<file path="src/rtl/fifo_uart_tx.sv">
// Serial transmitter fed from a synchronous FIFO read port: pops one byte per frame
// and sends start, 8 data bits LSB first, optional parity, and one stop bit.
module fifo_uart_tx #(
  parameter int CLKS_PER_BIT = 16,
  parameter int PARITY_EN    = 0,
  parameter int PARITY_ODD   = 0
) (
  input  logic       clk,
  input  logic       rst,
  input  logic       tx_en,
  input  logic       fifo_empty,
  input  logic [7:0] fifo_data,
  output logic       fifo_rd_en,
  output logic       tx,
  output logic       busy,
  output logic       frame_done
);

  localparam int            CW        = (CLKS_PER_BIT > 1) ? $clog2(CLKS_PER_BIT) : 1;
  localparam logic [CW-1:0] BAUD_LAST = CW'(CLKS_PER_BIT - 1);
  localparam logic          PEN       = (PARITY_EN != 0);
  localparam logic          PODD      = (PARITY_ODD != 0);

  typedef enum logic [2:0] {IDLE, POP, LOAD, START, DATA, PARITY, STOP} state_t;

  state_t        state_q, state_d;
  logic [CW-1:0] baud_q, baud_d;
  logic [2:0]    idx_q, idx_d;
  logic [7:0]    shift_q, shift_d;
  logic          par_q, par_d;
  logic          tx_d, rd_d, busy_d, fd_d;
  logic          bit_end;

  assign bit_end = (baud_q == BAUD_LAST);

  always_ff @(posedge clk or posedge rst) begin
    if (rst) begin
      state_q    <= IDLE;
      baud_q     <= '0;
      idx_q      <= '0;
      shift_q    <= '0;
      par_q      <= 1'b0;
      tx         <= 1'b1;
      fifo_rd_en <= 1'b0;
      busy       <= 1'b0;
      frame_done <= 1'b0;
    end else begin
      state_q    <= state_d;
      baud_q     <= baud_d;
      idx_q      <= idx_d;
      shift_q    <= shift_d;
      par_q      <= par_d;
      tx         <= tx_d;
      fifo_rd_en <= rd_d;
      busy       <= busy_d;
      frame_done <= fd_d;
    end
  end

  always_comb begin
    state_d = state_q;
    baud_d  = baud_q;
    idx_d   = idx_q;
    shift_d = shift_q;
    par_d   = par_q;
    tx_d    = tx;
    rd_d    = 1'b0;

    // Baud counter only runs while a bit is on the line; wraps at every bit boundary.
    if (state_q == START || state_q == DATA || state_q == PARITY || state_q == STOP)
      baud_d = bit_end ? '0 : baud_q + 1'b1;

    unique case (state_q)
      IDLE: begin
        tx_d = 1'b1;
        if (tx_en && !fifo_empty) begin
          state_d = POP;
          rd_d    = 1'b1;
        end
      end
      POP: state_d = LOAD;
      LOAD: begin
        // Parity is latched with the byte since the shift register is consumed bit by bit.
        shift_d = fifo_data;
        par_d   = (^fifo_data) ^ PODD;
        tx_d    = 1'b0;
        baud_d  = '0;
        idx_d   = '0;
        state_d = START;
      end
      START: begin
        if (bit_end) begin
          state_d = DATA;
          tx_d    = shift_q[0];
        end
      end
      DATA: begin
        if (bit_end) begin
          if (idx_q == 3'd7) begin
            idx_d = '0;
            if (PEN) begin
              state_d = PARITY;
              tx_d    = par_q;
            end else begin
              state_d = STOP;
              tx_d    = 1'b1;
            end
          end else begin
            idx_d   = idx_q + 3'd1;
            shift_d = shift_q >> 1;
            tx_d    = shift_q[1];
          end
        end
      end
      PARITY: begin
        if (bit_end) begin
          state_d = STOP;
          tx_d    = 1'b1;
        end
      end
      STOP: begin
        tx_d = 1'b1;
        if (bit_end) begin
          if (tx_en && !fifo_empty) begin
            state_d = POP;
            rd_d    = 1'b1;
          end else begin
            state_d = IDLE;
          end
        end
      end
      default: begin
        state_d = IDLE;
        tx_d    = 1'b1;
      end
    endcase

    busy_d = (state_d != IDLE);
    fd_d   = (state_d == STOP) && (baud_d == BAUD_LAST);
  end

endmodule

</file>
<file path="config.mk">
export PLATFORM = sky130hd
export DESIGN_NAME = fifo_uart_tx
export DESIGN_NICKNAME = d
export VERILOG_FILES = /design/src/rtl/fifo_uart_tx.sv
export SDC_FILE = /design/constraint.sdc
export NUM_CORES = 1
export LEC_CHECK = 0
export BUFFER_PORTS_ARGS = -buffer_cell sky130_fd_sc_hd__buf_2
export CORE_MARGIN = 4
export CORE_UTILIZATION = 51
export CTS_CLUSTER_DIAMETER = 200
export DETAILED_ROUTE_END_ITERATION = 16
export PLACE_DENSITY = 0.74
export SKIP_CTS_REPAIR_TIMING = 1
export SLEW_MARGIN = 20
export SYNTH_ARGS = -nofsm -noshare
export SYNTH_HDL_FRONTEND = slang
export SYNTH_SLANG_ARGS = --single-unit
</file>
<file path="constraint.sdc">
create_clock -name clk -period 2 [get_ports clk]
set_clock_uncertainty 0.15 [all_clocks]
set_input_delay 0 -clock clk [delete_from_list [all_inputs] [get_ports clk]]
set_output_delay 0 -clock clk [all_outputs]
set_load 0.005 [all_outputs]
</file>
==> run summary <==
Gpl congestion = 0.907
Fin. max-slew vios = 0
Footprint of the multi-input gates = 722 um^2
FF+latch area = 552 um^2
Initial antenna violation count = 1
Global route overflow = 0
Die width = 59.4 um
H-tree depth = 1
PortBufs = 15
Worst path slowest cell = dfrtp_1
Initial core utilization = 0.538
Synth cell count leaders = 21 x dfrtp_1, 16 x mux2_2, 10 x nand2_1
# fillers = 212
Synth Cell Area = 1350 um^2
Switch Pwr = 166 uW
Area growth syn-to-layout = 20.1%
Nets = 177
Most common flop cell mapped by yosys = dfrtp_1
CTS tree = yes
Combinational fraction of design power = 0.075
Asr flop ratio synth = 1.00
Max Cap Viol = 0
WL final = 2.97 mm
Row cnt = 18
Core area = 2500 um^2
Unique masters post-synth = 40
Drt pass-1 iters = 4
Vias in the first global route = 1067
P_int = 566 uW
CP Class = reg -> reg
Maximum clock frequency = 525 MHz
Post-DP HPWL = 2.04 mm
Clk Latency, worst-skew pair = 0.32 ns
Setup TNS = 0 ns
PD cells = 453 nW/um^2
Via count = 1103
Vias/cell = 5.74
Cell family contributing the most delay on the critical path = flip-flops
Largest fanout on the critical path = 8
DRT antenna net count = 0
IO Pins = 16
Buf+Inv Stages, Crit Path = 0
Die ar. = 3520 um^2
Leading area contributor after synthesis = dfrtp_1
Final period utilization = 0.953
Avg Synthesized Cell Area = 10.3 um^2
Hold Fails Final Rpt = 0
Outcome = completed
Residual DRC = 0
Clk pwr share = 0.299
Number of synthesized flops with an enable pin = 0
YS warnings = 0
CP Launch Type = flip-flop
Top cell type's share of synthesized area = 0.391
TritonCTS buffer count = 3
Sw frac = 0.227
WL/cell = 15.4 um
Mapped Cells = 131
CTS sink cnt = 22
Tmin final = 1.91 ns
Bufs on Longest Clock Path = 2
Initial DRC Count = 54
Sequential fraction of the synthesis area = 0.410
Clock-pin slew on the worst setup and hold paths = 0.11 ns
Max IR drop VDD = 0.347 mV
Worst Hold Class = in -> reg
Die height = 59.4 um
Most frequent cell after synthesis = dfrtp_1
Gr usage total = 0.185
Share of total power in sequential cells = 0.627
Required @ worst endpoint = 2.06 ns
Top cells by area, synth = dfrtp_1 39%, mux2_2 13%, a22o_1 4.6%
RSZ-0062 raised after global routing = false
Synth Register Bits = 22
CTS Root Cell = clkbuf_4
Fraction of layout cells with a size suffix above 1 = 0.323
Syn_nets = 146
Critical path cell sequence = ha_1, ha_2, nand3b_4, a21oi_4, mux2_2
Largest net degree at the start of global routing = 23
First-pass GRT wire length = 4.91 mm
CP max stage delay = 0.43 ns
Static Leak = 0.000765 uW
Setup-failing EPs final = 0
Crit. End Element = flip-flop
CP arrival = 1.97 ns
Hold Slack = 0.0686 ns
Worst Max-Slew Pin Slew = 0.844 ns
Worst slew margin = 0.437
-- registers in the layout (all words and copies together) (netlist names) --
| name | count |
|---|---|
| shift_q | 8 |
| baud_q | 4 |
| idx_q | 3 |
| state_q | 3 |
| busy | 1 |
| fifo_rd_en | 1 |
| frame_done | 1 |
| tx | 1 |
-- through the flow --
stage               total power [uW]  setup slack, ns  std cells   util  instance area, um^2
floorplan                        487            0.114        131      -                 1350
global placement                 502            0.104        175  0.584                 1460
detailed placement               506         -0.00137        175  0.584                 1460
CTS                              725          -0.0428        179  0.595                 1490
global route                     761          0.00655        192  0.646                 1620
finish                           731           0.0944        192  0.646                 1620
-- tightest hold or removal path: stages --
cell	delay [ns]
buf_2	0.07
nand2b_1	0.19
nand2_1	0.08
o22a_1	0.17
-- final cells by class --
cell class,instances,area share
Multi-Input combinational cell,95,0.447
Sequential cell,22,0.342
Timing Repair Buffer,36,0.161
Tap cell,30,0.0232
Clock buffer,4,0.0163
Inverter,4,0.00930
Antenna cell,1,0.00155
-- layout by cell type (no fill, tap or decap), drive strengths merged, types with 6 or more instances in the layout --
master and instances:
nand2 10, o21ai 8, buf 25, mux2 16, dlygate4sd3 11, a22o 7, dfrtp 21, a21oi 6
nor2 7
-- power by group through the flow --
stage,combinational (uW),clock [uW],sequential [uW]
6_report,54.5,218,458
5_1_grt,61.3,240,459
4_1_cts,38.7,228,458
3_5_place_dp,38.8,0,467
3_3_place_gp,36.3,0,466
2_1_floorplan,22.0,0,465
-- cells by family after synthesis --
group | Yosys count | synth area share
adders and majority gates | 3 | 0.0279
muxes | 18 | 0.149
and+or+nand+nor | 38 | 0.157
AOI/OAI and AO/OA | 36 | 0.196
buffers and inverters | 14 | 0.0595
DFF | 22 | 0.410
-- per-layer routing --
metal,GRT usage,routed length [um],up-vias,share of wire
li1,-,-,544,-
met1,0.239,1280,513,0.43
met2,0.303,1450,37,0.49
met3,0.0261,119,9,0.040
met4,0.0874,117,0,0.039
met5,0,0,-,0
-- path summary, 6_finish.rpt --
kind                                              from                      to  slack [ns]  cells after the start
worst max-delay path              idx_q[0]$_DFFE_PP0P_  shift_q[4]$_DFFE_PP0P_        0.09                      5
worst min-delay path                        fifo_empty          busy$_DFF_PP0_        0.07                      4
worst max register to register    idx_q[0]$_DFFE_PP0P_  shift_q[4]$_DFFE_PP0P_        0.09                      5
worst min register to register  shift_q[7]$_DFFE_PP0P_  shift_q[7]$_DFFE_PP0P_        0.37                      1
max in group asynchronous                          rst          busy$_DFF_PP0_        0.95                      3
min in group asynchronous                          rst     baud_q[2]$_DFF_PP0_        0.22                      3
Note: power is estimated with default switching activity, not from simulation.
